<file path="src/rtl/dbl_reg_wr_arbiter.sv">
// Round-robin write arbiter in front of a single-slot mailbox register: one write per slot
// occupancy, same-cycle status reads. Optional drain timeout under DBL_REG_WR_ARB_TIMEOUT_EN.
module dbl_reg_wr_arbiter #(
  parameter int NumWriters    = 4,
  parameter int DATA_WIDTH    = 32,
  parameter int TimeoutCycles = 1024
) (
  input  logic                             clk_i,
  input  logic                             rst_ni,
  input  logic [NumWriters-1:0]            wr_req_i,
  input  logic [NumWriters-1:0]            wr_we_i,
  input  logic [NumWriters*DATA_WIDTH-1:0] wr_wdata_i,
  output logic [NumWriters-1:0]            wr_gnt_o,
  output logic [NumWriters-1:0]            wr_rvalid_o,
  output logic [DATA_WIDTH-1:0]            wr_rdata_o,
  output logic                             reg_req_o,
  output logic [DATA_WIDTH-1:0]            reg_wdata_o,
  input  logic                             reg_gnt_i,
  input  logic                             rd_done_i,
  output logic                             full_o,
  output logic [$clog2(NumWriters)-1:0]    owner_o,
  output logic                             timeout_o
);

  localparam int IdxW = $clog2(NumWriters);

  localparam logic [0:0] ST_EMPTY = 1'b0;
  localparam logic [0:0] ST_HELD  = 1'b1;

  if (NumWriters < 2 || TimeoutCycles < 2) begin : g_param_check
    $error("dbl_reg_wr_arbiter: NumWriters and TimeoutCycles must be at least 2");
  end

  logic [0:0]            state;
  logic [IdxW-1:0]       rr_ptr;
  logic [NumWriters-1:0] eligible;
  logic [NumWriters-1:0] read_gnt;
  logic [NumWriters-1:0] write_gnt;
  logic [IdxW:0]         cand;
  logic [IdxW-1:0]       win_idx;
  logic [IdxW-1:0]       next_ptr;
  logic                  win_valid;
  logic                  can_issue;
  logic                  wr_fire;
  logic [DATA_WIDTH-1:0] win_data;
  logic [DATA_WIDTH-1:0] status;

  assign eligible  = wr_req_i & wr_we_i;
  assign read_gnt  = wr_req_i & ~wr_we_i;
  assign full_o    = (state == ST_HELD);
  assign can_issue = (state == ST_EMPTY) || rd_done_i;

  // Search upward from rr_ptr; cand never exceeds 2*NumWriters-2, so one subtraction wraps it.
  // NOTE: every always_comb output gets a default first so no path leaves it unassigned (no latch).
  always_comb begin
    win_valid = 1'b0;
    win_idx   = '0;
    cand      = '0;
    for (int i = 0; i < NumWriters; i++) begin
      cand = {1'b0, rr_ptr} + (IdxW+1)'(i);
      if (cand >= (IdxW+1)'(NumWriters)) cand = cand - (IdxW+1)'(NumWriters);
      if (!win_valid && eligible[cand[IdxW-1:0]]) begin
        win_valid = 1'b1;
        win_idx   = cand[IdxW-1:0];
      end
    end
  end

  always_comb begin
    win_data  = '0;
    write_gnt = '0;
    for (int k = 0; k < NumWriters; k++) begin
      if (win_idx == IdxW'(k)) win_data = wr_wdata_i[k*DATA_WIDTH +: DATA_WIDTH];
      write_gnt[k] = wr_fire && (win_idx == IdxW'(k));
    end
  end

  assign next_ptr = (win_idx == IdxW'(NumWriters - 1)) ? '0 : win_idx + 1'b1;

  // Combinational outputs are forced low while reset is asserted.
  assign reg_req_o   = rst_ni && can_issue && win_valid;
  assign reg_wdata_o = reg_req_o ? win_data : '0;
  assign wr_fire     = reg_req_o && reg_gnt_i;
  assign wr_gnt_o    = rst_ni ? (read_gnt | write_gnt) : '0;

  always_comb begin
    status            = '0;
    status[0]         = full_o;
    status[1]         = timeout_o;
    status[8 +: IdxW] = owner_o;
  end

  // NOTE: sequential state uses non-blocking assignments so all registers update from pre-edge values.
  always_ff @(posedge clk_i or negedge rst_ni) begin
    if (!rst_ni) begin
      state       <= ST_EMPTY;
      rr_ptr      <= '0;
      owner_o     <= '0;
      wr_rvalid_o <= '0;
      wr_rdata_o  <= '0;
    end else begin
      wr_rvalid_o <= wr_gnt_o;
      wr_rdata_o  <= (|wr_gnt_o) ? status : '0;
      if (wr_fire) begin
        state   <= ST_HELD;
        owner_o <= win_idx;
        rr_ptr  <= next_ptr;
      end else if (rd_done_i) begin
        state <= ST_EMPTY;
      end
    end
  end

`ifdef DBL_REG_WR_ARB_TIMEOUT_EN
  localparam int CntW = $clog2(TimeoutCycles + 1);

  logic [CntW-1:0] to_cnt;

  // Counter saturates at TimeoutCycles; the flag follows one cycle later and holds until rd_done.
  always_ff @(posedge clk_i or negedge rst_ni) begin
    if (!rst_ni) begin
      to_cnt    <= '0;
      timeout_o <= 1'b0;
    end else begin
      if (rd_done_i || wr_fire) begin
        to_cnt <= '0;
      end else if (full_o && to_cnt != CntW'(TimeoutCycles)) begin
        to_cnt <= to_cnt + 1'b1;
      end
      if (rd_done_i) begin
        timeout_o <= 1'b0;
      end else if (to_cnt == CntW'(TimeoutCycles)) begin
        timeout_o <= 1'b1;
      end
    end
  end
`else
  assign timeout_o = 1'b0;
`endif

endmodule

</file>
<file path="config.mk">
export PLATFORM = sky130hd
export DESIGN_NAME = dbl_reg_wr_arbiter
export DESIGN_NICKNAME = d
export VERILOG_FILES = /design/src/rtl/dbl_reg_wr_arbiter.sv
export SDC_FILE = /design/constraint.sdc
export NUM_CORES = 1
export LEC_CHECK = 0
export CORE_MARGIN = 10
export CORE_UTILIZATION = 29
export CTS_BUF_LIST = sky130_fd_sc_hd__clkbuf_16
export CTS_CLUSTER_SIZE = 24
export DETAILED_ROUTE_END_ITERATION = 12
export PLACE_DENSITY = 0.83
export SETUP_SLACK_MARGIN = 0.05
export SYNTH_ARGS = -nofsm -noshare
export SYNTH_HDL_FRONTEND = slang
export SYNTH_SLANG_ARGS = --single-unit
</file>
<file path="constraint.sdc">
create_clock -name clk_i -period 3.1 [get_ports clk_i]
set_input_delay 0.465 -clock clk_i [delete_from_list [all_inputs] [get_ports clk_i]]
set_output_delay 0.465 -clock clk_i [all_outputs]
set_load 0.05 [all_outputs]
</file>
==> metrics.md, run 1 <==
| Metric | Value |
|---|---|
| Commonest cells in the netlist | `37 x nand2_1, 35 x inv_1, 32 x a211o_1, 32 x a21oi_1, 32 x a221oi_1` |
| Slowest cell on crit path | `a211o_1` |
| Via density | `5.26` |
| Total die area | `about 0.011 mm2` |
| Vias | `3,014` |
| Die Span Y | `about 100 um` |
| Finished Cell Area | `about 0.0053 mm2` |
| Mean post-synth cell area | `approximately 7 um2` |
| Post-synth EDFFs | `0` |
| WHS Path Cells | `1` |
| Post-DP HPWL | `roughly 9100 um` |
| RSZ-0062 raised after global routing | `true` |
| Power per cell area | `around 600 mW/mm2` |
| Area of the multi-input gates | `about 0.0019 mm2` |
| Clock Skew | `about 0.0029 ns` |
| Sequential power share | `around 7%` |
| Worst Min Path Start | `full_o` |
| Initial DRT Pass Iterations | `4` |
| CP Launch Type | `input pin` |
| Yosys top cell area share | `15.1%` |
| Run status | `completed` |
| Largest net degree at the start of global routing | `between 40 and 50` |
| Vias in the first global route | `approximately 3,300` |
| Slew headroom | `~66%` |
| Reg area | `303 um2` |
| Top delay family on crit path | `compound AO/OA/AOI/OAI gates` |
| Leakage power total | `2.21 nW` |
| Clock Tree Buf Depth | `2` |
| Buffers added on ports | `between 150 and 200` |
| Worst hold path class | `reg -> reg` |
| Worst slew pin tran | `0.505 ns` |
| Routability cong. | `~0.83` |
| Switching Share | `47.0%` |
| Num ports | `between 200 and 250` |
| CP Class | `in -> out` |
| Synth cell types | `32` |
| CP Data Arrival Time | `approximately 2.6 ns` |
| End of the worst register-to-register path | `wr_rdata_o[0]` |
| WHS Endpoint | `wr_rdata_o[0]` |
| Util after Layout | `about 80%` |
| Clk_lat worst skew | `~0.24 ns` |
| Critical path's largest stage delay | `roughly 0.31 ns` |
| Post-synth ARST share | `100%` |
| FP Rows | `30` |
| Drt drc | `0` |
| Worst Path Max Fanout | `8` |
| Synth top area cells | `dfrtp_1 15%, a211o_1 14%, a221oi_1 14%` |
| Mapped Cells | `roughly 280` |
| R2r setup slk | `around 0.60 ns` |
| Root buffer cell | `clkbuf_16` |
| Core area | `between 0.006 and 0.007 mm2` |
| First-pass GRT wire length | `around 18,000 um` |
| GRT Util Overall | `between 20% and 30%` |
| Wire per inst | `21.3 um` |
| Post-synthesis register bit count | `12` |
| Critical path depth in cells | `13` |
| Crit end category | `output pin` |
| CTS tree | `done` |
| Final #Nets | `approximately 640` |
| Antenna violations before repair | `0` |
| Die X-Extent | `about 100 um` |
| R2R depth | `11` |
| P&R area growth vs syn | `167%` |
| Final Hold Viols | `0` |
| Placed cell area | `between 0.004 and 0.005 mm2` |
| Synthesized cell area | `0.00199 mm2` |
| Most numerous cell in the Yosys netlist | `nand2_1` |
| Initial Util | `approximately 30%` |
| Area leader, netlist | `dfrtp_1` |
| Clock period minus worst slack | `approximately 3.0 ns` |
| Placed insts | `548` |
| Internal Pwr Total | `between 1.5 and 2 mW` |
| Top FF cell, synth | `dfrtp_1` |
| CP dominant cell by count | `buf_6` |
| Psw | `1.49 mW` |
| Post-route insts no fill | `573` |
| Period utilization | `around 100%` |
| Clock transition at path regs | `roughly 0.04 ns` |
| Filler cells | `around 430` |
| H-tree depth | `1` |
| Initial detailed-routing violation count | `between 90 and 100` |
| Warnings, synthesis | `0` |
| Combinational share of power | `a little under nine tenths` |
| Final wirelength | `12,200 um` |
| Sequential-to-total area share from yosys stat | `approximately 15%` |
| Fmax | `approximately 0.33 GHz` |
| Post-route ant nets | `0` |
| Sum of buffers and inverters on the critical path | `5` |
| Slew Limit Fails | `0` |
| Clock sinks | `12` |
| Max-cap violations | `0` |
| Overflow after GRT | `0` |
| Worst path cell trace | `buf_6 > buf_6 > a22oi_2 > nand3_2 > and3_4 > ha_4 > nor2b_4 > buf_6 > buf_12 > a221oi_4 > a211o_1 > a21oi_4 > buf_12` |
| Layout cells sized above 1 | `roughly 34%` |
| Num CTS Buffers | `3` |
| Critical Path RT | `roughly 2.6 ns` |
| Clock share of power | `7.3%` |
| Ant. Diodes | `0` |
| VDD IR max | `0.342 mV` |
| Reg-to-Reg Start | `rr_ptr[0]` |
| Final setup fails | `0` |
-- layer usage --
| metal | wire length (um) | global-route usage, % |
|---|---|---|
| met2 | 6270 | 38.2 |
| met4 | 324 | 8.02 |
| met3 | 1290 | 7.98 |
| met1 | 4320 | 21.7 |
| met5 | 0 | 0 |
-- through the flow --
| step | setup TNS, ns | hold slack [ns] | setup WS, ns | power, mW |
|---|---|---|---|---|
| 5_1_grt | -0.00484 | 0.541 | -0.00456 | 3.33 |
| 3_3_place_gp | -9.67 | 0.496 | -0.335 | 2.41 |
| 3_5_place_dp | -15.74 | 0.523 | -0.520 | 2.45 |
| 6_report | 0 | 0.528 | 0.0769 | 3.17 |
| 2_1_floorplan | -0.0755 | 0.169 | -0.0755 | 1.60 |
| 4_1_cts | 0 | 0.532 | 0.0583 | 3.13 |
-- state kept, by name, summed over array words and instances (netlist names) --
register	cells
wr_rvalid_o	4
wr_rdata_o	3
owner_o	2
rr_ptr	2
full_o	1
-- worst reg2reg max path: cells and delay by family (launching register included) --
family | cells | cell delay [ns]
compound gates | 4 | 0.77
buf+inv | 4 | 0.66
flops | 1 | 0.45
simple gates | 2 | 0.33
fa+ha+maj | 1 | 0.19
-- worst max-delay path by stage --
| stage | from | slack (ns) | end |
|---|---|---|---|
| after floorplan | wr_req_i[3] | -0.08 | reg_wdata_o[22] |
| after global placement | wr_req_i[3] | -0.34 | reg_wdata_o[22] |
| final | wr_req_i[3] | 0.08 | reg_wdata_o[19] |
| after global routing | wr_req_i[3] | -0.005 | reg_wdata_o[19] |
| after detailed placement | wr_req_i[1] | -0.52 | reg_wdata_o[11] |
| after CTS | wr_we_i[3] | 0.06 | reg_wdata_o[26] |
-- cell type report --
cell class                      instances  area share, %
Timing Repair Buffer                  233           52.8
Multi-Input combinational cell        209           35.7
Sequential cell                        12           5.69
Inverter                               36           2.54
Tap cell                               80           1.88
Clock buffer                            3           1.41
-- cells in the final DEF, fill, tap and decap left out, drive strengths merged, types with 2 or more instances in the layout --
| cell | netlist | layout |
|---|---|---|
| nand2 | 38 | 38 |
| a22o | 3 | 3 |
| nand3 | 2 | 2 |
| a221oi | 32 | 32 |
| and3 | 2 | 2 |
| inv | 36 | 36 |
| dfrtp | 12 | 12 |
| o22ai | 2 | 2 |
| o21ai | 2 | 2 |
| buf | 38 | 87 |
| clkbuf | 17 | 6 |
| a21oi | 32 | 32 |
| nor2 | 4 | 4 |
| a31oi | 4 | 4 |
| ha | 4 | 4 |
| mux2 | 2 | 2 |
| conb | 1 | 30 |
| and2 | 5 | 5 |
| a22oi | 3 | 3 |
| a211o | 32 | 32 |
| clkdlybuf4s50 | 0 | 141 |
| nor2b | 6 | 6 |
-- cells by family (layout without fill, tap and decap cells) --
group | after synthesis | count (layout) | share of synthesized area, %
other cells | 1 | 30 | 0.188
buf+inv | 91 | 272 | 24.5
mux | 2 | 2 | 1.13
flops | 12 | 12 | 15.1
simple gates | 59 | 59 | 13.3
fa+ha+maj | 4 | 4 | 2.51
compound gates | 114 | 114 | 43.4
-- power groups by stage --
stage,registers (mW),clock network (mW),logic [mW]
after floorplan,0.285,0,1.32
after global placement,0.217,0,2.19
after detailed placement,0.222,0,2.23
after CTS,0.224,0.237,2.67
after global routing,0.234,0.242,2.85
final,0.228,0.230,2.71
-- timing repair --
item                       CTS  global route
pin swaps                   55            27
setup endpoints to repair   35            33
hold buffers                 0             0
gates cloned                 5             3
resized for setup           76            14
buffers inserted            15             2
No activity file was read; power rests on OpenSTA's default activity.
==> run 2, diff against run 1 <==
Settings changed: CORE_ASPECT_RATIO set to 1.25, REMOVE_ABC_BUFFERS set to 1.
==> run 2 against run 1 <==
Worst hold slack better by 0.019 ns. Non-clock buffer count down 12. Core utilization down 6.9 points. Critical path depth unchanged. Cell count down 0.70%. Count of clock-buffer cells in the layout unchanged. Total power down 11%. Worst setup slack worse by 0.020 ns. Design area down 10%. Maximum frequency down 0.66%. Combinational power down 13%. Die area up 0.20%. Largest cell class unchanged. Largest power group unchanged.
==> metrics.md, run 2 (synthesized netlist as in run 1, its figures left out) <==
| Metric | Value |
|---|---|
| Run status | `completed` |
| Num CTS Buffers | `3` |
| Reg-to-Reg Start | `rr_ptr[0]` |
| Setup TNS | `0 ns` |
| Worst slew pin tran | `between 0.5 and 0.6 ns` |
| Final #Nets | `627` |
| First-pass GRT wire length | `approximately 17,000 um` |
| Register name with the most flops | `wr_rvalid_o` |
| Antenna violations before repair | `0` |
| Wire per inst | `between 20 and 25 um` |
| Power Total | `2.83 mW` |
| WHS Path Cells | `1` |
| R2R depth | `11` |
| Critical Path RT | `approximately 2.6 ns` |
| Slew headroom | `between 60% and 70%` |
| Period utilization | `98.2%` |
| CP Launch Type | `input pin` |
| End of the worst register-to-register path | `wr_rdata_o[8]` |
| CP dominant cell by count | `buf_12` |
| Switching Share | `~48%` |
| H-tree depth | `1` |
| Ant. Diodes | `0` |
| Via density | `5.27` |
| Placed insts | `~550` |
| Fmax | `about 0.33 GHz` |
| P&R area growth vs syn | `140%` |
| Clock transition at path regs | `~0.04 ns` |
| WHS | `0.548 ns` |
| FP Rows | `33` |
| Post-DP HPWL | `just under 9000 um` |
| Crit end category | `output pin` |
| Clock Skew | `0.00203 ns` |
| Clk_lat worst skew | `~0.25 ns` |
| Cts hold-fix bufs | `0` |
| Clock sinks | `12` |
| Initial DRT Pass Iterations | `4` |
| Commonest non-fill, non-tap cell in the layout | `clkdlybuf4s50_1` |
| Power per cell area | `592 mW/mm2` |
| Place WS | `-0.512 ns` |
| GRT Util Overall | `roughly a fifth` |
| R2r setup slk | `approximately 0.7 ns` |
| Routability cong. | `~0.85` |
| Largest net degree at the start of global routing | `39` |
| Placed cell area | `0.00421 mm2` |
| Vias in the first global route | `between 3,000 and 4,000` |
| Final wirelength | `12,200 um` |
| Largest registers | `wr_rvalid_o (4), wr_rdata_o (3)` |
| RSZ-0062 raised after global routing | `true` |
| Slew Limit Fails | `0` |
| Worst hold path class | `reg -> reg` |
| Worst Min Path Start | `full_o` |
| Finished Cell Area | `about 0.0048 mm2` |
| Internal Pwr Total | `approximately 1.5 mW` |
| VDD IR max | `slightly below 0.4 mV` |
| Clock period minus worst slack | `approximately 3.0 ns` |
| Slowest cell on crit path | `a211o_1` |
| Max-cap violations | `0` |
| Clock share of power | `under 10%` |
| Most frequent cells in the layout | `141 x clkdlybuf4s50_1, 35 x buf_12, 34 x nand2_1, 34 x inv_1, 32 x a211o_1` |
| Root buffer cell | `clkbuf_16` |
| Largest register FFs | `4` |
| Post-route insts no fill | `about 570` |
| CP Class | `in -> out` |
| Initial Util | `30.1%` |
| CTS tree | `done` |
| Combinational share of power | `83.3%` |
| Initial detailed-routing violation count | `about 110` |
| WHS Endpoint | `wr_rdata_o[0]` |
| Critical path's largest stage delay | `~0.29 ns` |
| Leakage power total | `2.05 nW` |
| Psw | `roughly 1.4 mW` |
| Worst Path Max Fanout | `8` |
| Final setup fails | `0` |
| Layout cells sized above 1 | `30.5%` |
| Post-route ant nets | `0` |
| Sequential power share | `8.1%` |
| Total die area | `0.0106 mm2` |
| Num ports | `217` |
| Die Span Y | `113 um` |
| Worst path cell trace | `buf_2 > and2_4 > o21bai_1 > a22oi_2 > inv_2 > ha_4 > nor2b_4 > buf_6 > buf_12 > a221oi_4 > a211o_1 > a21oi_2 > buf_12` |
| Die X-Extent | `94.1 um` |
| Overflow after GRT | `0` |
| Final Hold Viols | `0` |
| Vias | `about 3,000` |
| Core area | `approximately 0.0066 mm2` |
| Buffers added on ports | `~190` |
| Clock Tree Buf Depth | `2` |
| Util after Layout | `between 70% and 80%` |
| Final WS setup | `0.0568 ns` |
| CP Data Arrival Time | `between 2 and 3 ns` |
| Drt drc | `0` |
## run 2: cell types whose count changed in the layout (fill, tap and decap cells not counted), moves of 3 or more
cell / delta
buf_16: -3
a21oi_4: -28
buf_6: +7
a21oi_2: +27
a221oi_2: -7
buf_4: -6
a221oi_1: +7
buf_12: -10
## run 2: power by group through the flow
| stage | clock network [mW] | registers, mW | logic, mW |
|---|---|---|---|
| floorplan | 0 | 0.285 | 1.00 |
| global placement | 0 | 0.218 | 1.89 |
| detailed placement | 0 | 0.221 | 1.93 |
| CTS | 0.245 | 0.224 | 2.29 |
| global route | 0.250 | 0.234 | 2.48 |
| finish | 0.244 | 0.229 | 2.35 |
## run 2: area by class of cell
class                   instances  area (um2)
well taps                      87         109
clock inverters                 1        3.75
inverters                      36         135
repair buffers                221        2520
clock buffers                   3        75.1
fillers                       475        1830
flip-flops and latches         12         303
multi-input cells             209        1630
## run 2: worst max path at each step
stage	from	to	slack, ns	depth (start not counted)
after detailed placement	wr_req_i[0]	reg_wdata_o[10]	-0.51	13
final	wr_req_i[1]	reg_wdata_o[24]	0.06	13
after CTS	wr_we_i[3]	reg_wdata_o[20]	0.05	14
after floorplan	wr_req_i[3]	reg_wdata_o[0]	-1.48	9
after global routing	rr_ptr[0]	reg_wdata_o[24]	-0.02	12
after global placement	wr_req_i[0]	reg_wdata_o[27]	-0.40	13
## run 2: repair_timing
action,CTS,global route
setup buffers,7,5
gates cloned,3,1
gates resized for setup,99,26
pin swaps,35,55
setup endpoints to repair,35,33
## run 2: critical path: cells and delay by family
family,cells,cell delay (ns)
and+or+nand+nor,2,0.32
adders and majority gates,1,0.19
AOI/OAI and AO/OA,5,0.92
buffers and inverters,5,0.66
## run 2: layer usage
metal,global-route usage [%],routed length (um),vias up
li1,-,-,1366
met1,21.8,4440,1453
met2,38.6,6710,159
met3,4.80,842,19
met4,4.37,230,0
met5,0,0,-
==> run 3, diff against run 2 <==
Settings changed: MAX_ROUTING_LAYER set to met4.
==> run 3 against run 2 <==
Design area unchanged. Critical path type unchanged. Maximum frequency is 0.26% lower. Wire length down 0.56%. Die area did not move.
==> metrics.md, run 3 (synthesized netlist as in run 1, its figures left out) <==
| Metric | Value |
|---|---|
| FP Rows | `33` |
| Core area | `around 0.0066 mm2` |
| Routability cong. | `between 0.8 and 0.9` |
| Worst hold path class | `reg -> reg` |
| Wire per inst | `21.4 um` |
| Critical path depth in cells | `13` |
| Critical path's largest stage delay | `about 0.29 ns` |
| Top delay family on crit path | `compound AO/OA/AOI/OAI gates` |
| Final wirelength | `~12,000 um` |
| Most frequent cells in the layout | `141 x clkdlybuf4s50_1, 35 x buf_12, 34 x nand2_1, 34 x inv_1, 32 x a211o_1` |
| Placed cell area | `0.00421 mm2` |
| Slew headroom | `a little over three fifths` |
| Reg-to-Reg Start | `rr_ptr[0]` |
| Combinational share of power | `between 80% and 90%` |
| Antenna violations before repair | `0` |
| Initial detailed-routing violation count | `around 140` |
| Clock sinks | `12` |
| Place WS | `-0.512 ns` |
| VDD IR max | `between 0.3 and 0.4 mV` |
| Clock Skew | `approximately 0.0014 ns` |
| Power Total | `around 2.8 mW` |
| Final Hold Viols | `0` |
| Critical Path RT | `about 2.6 ns` |
| Switching Share | `48.0%` |
| Num CTS Buffers | `3` |
| Vias in the first global route | `3,058` |
| GRT Util Overall | `roughly a fifth` |
| Fmax | `approximately 0.33 GHz` |
| CP Launch Type | `input pin` |
| Ant. Diodes | `0` |
| Largest registers | `wr_rvalid_o (4), wr_rdata_o (3)` |
| Sum of buffers and inverters on the critical path | `5` |
| Clk_lat worst skew | `between 0.2 and 0.3 ns` |
| Final WS setup | `between 0.04 and 0.05 ns` |
| Commonest non-fill, non-tap cell in the layout | `clkdlybuf4s50_1` |
| Clock share of power | `8.6%` |
| Leakage power total | `roughly 2 nW` |
| Num ports | `between 200 and 250` |
| Internal Pwr Total | `about 1.5 mW` |
| WHS | `around 0.55 ns` |
| Power per cell area | `slightly below 600 mW/mm2` |
| Setup TNS | `0 ns` |
| Worst slew pin tran | `between 0.5 and 0.6 ns` |
| Worst Min Path Start | `full_o` |
| Overflow after GRT | `0` |
| Post-DP HPWL | `around 9000 um` |
| Initial Util | `between 30% and 40%` |
| CTS tree | `done` |
| Largest register FFs | `4` |
| H-tree depth | `1` |
| Slew Limit Fails | `0` |
| Period utilization | `between 90% and 100%` |
| Clock Tree Buf Depth | `2` |
| Clock transition at path regs | `approximately 0.04 ns` |
| Clock period minus worst slack | `between 3 and 4 ns` |
| Register name with the most flops | `wr_rvalid_o` |
| Buffers added on ports | `roughly 190` |
| Root buffer cell | `clkbuf_16` |
| Vias | `2,960` |
| Final setup fails | `0` |
| Total die area | `roughly 0.011 mm2` |
| Worst setup startpoint | `wr_req_i[1]` |
| Crit end category | `output pin` |
| CP Class | `in -> out` |
| Finished Cell Area | `0.00478 mm2` |
| Cts hold-fix bufs | `0` |
| WHS Path Cells | `1` |
| Sequential power share | `between 8 and 9%` |
| RSZ-0062 raised after global routing | `true` |
| P&R area growth vs syn | `140%` |
| Via density | `5.20` |
| Die X-Extent | `~94 um` |
| First-pass GRT wire length | `~17,000 um` |
| Run status | `completed` |
| Layout cells sized above 1 | `30.5%` |
| R2R depth | `11` |
| Initial DRT Pass Iterations | `5` |
| Drt drc | `0` |
| CP Data Arrival Time | `approximately 2.6 ns` |
| Worst path cell trace | `buf_2 > and2_4 > o21bai_1 > a22oi_2 > inv_2 > ha_4 > nor2b_4 > buf_6 > buf_12 > a221oi_4 > a211o_1 > a21oi_2 > buf_12` |
| Final #Nets | `627` |
| Largest net degree at the start of global routing | `39` |
| CP dominant cell by count | `buf_12` |
| Slowest cell on crit path | `a211o_1` |
| Post-route ant nets | `0` |
| Die Span Y | `approximately 110 um` |
| Psw | `1.36 mW` |
| Worst Path Max Fanout | `8` |
| Max-cap violations | `0` |
-- run 3: cell counts in the layout (fill, tap and decap cells not counted) --
Identical to the previous run, type by type.
-- run 3: layout make-up --
cell class	instances	area, um2
well taps	87	109
clock buffers	3	75.1
clock inverters	1	3.75
multi-input cells	209	1630
fillers	475	1830
inverters	36	135
repair buffers	221	2520
flip-flops and latches	12	303
-- run 3: routing by layer --
metal  global-route usage (%)  up-vias  wire length [um]  share of wire (%)
li1                         -     1366                 -                  -
met1                     22.5     1421              4480                 37
met2                     38.6      156              6770                 56
met3                     3.60       17               723                5.9
met4                     4.37        0               176                1.4
met5                        -        -                 0                  0
-- run 3: timing repair --
action	CTS	global route
endpoints found under the setup margin	35	33
gates cloned	3	1
endpoints found under the hold margin	0	0
resized for setup	99	26
buffers inserted	7	5
pin swaps	35	55
-- run 3: path summary, 6_finish.rpt --
path	to	slack, ns
max	reg_wdata_o[24]	0.05
max in group asynchronous	rr_ptr[1]	2.29
min in group asynchronous	wr_rvalid_o[0]	0.63
min reg2reg	wr_rdata_o[0]	0.55
min	wr_rdata_o[0]	0.55
max reg2reg	wr_rdata_o[8]	0.69
-- run 3: metrics by stage --
step,utilization (%),std cells
5_1_grt,72.3,569
6_report,72.3,569
4_1_cts,71.3,566
3_5_place_dp,63.7,552
3_3_place_gp,63.7,552
2_1_floorplan,-,257
-- run 3: power groups by stage --
stage                     sequential (mW)  clock, mW  combinational, mW
after global placement              0.218          0               1.89
final                               0.229      0.243               2.35
after detailed placement            0.221          0               1.93
after global routing                0.234      0.250               2.48
after floorplan                     0.285          0               1.00
after CTS                           0.224      0.245               2.29
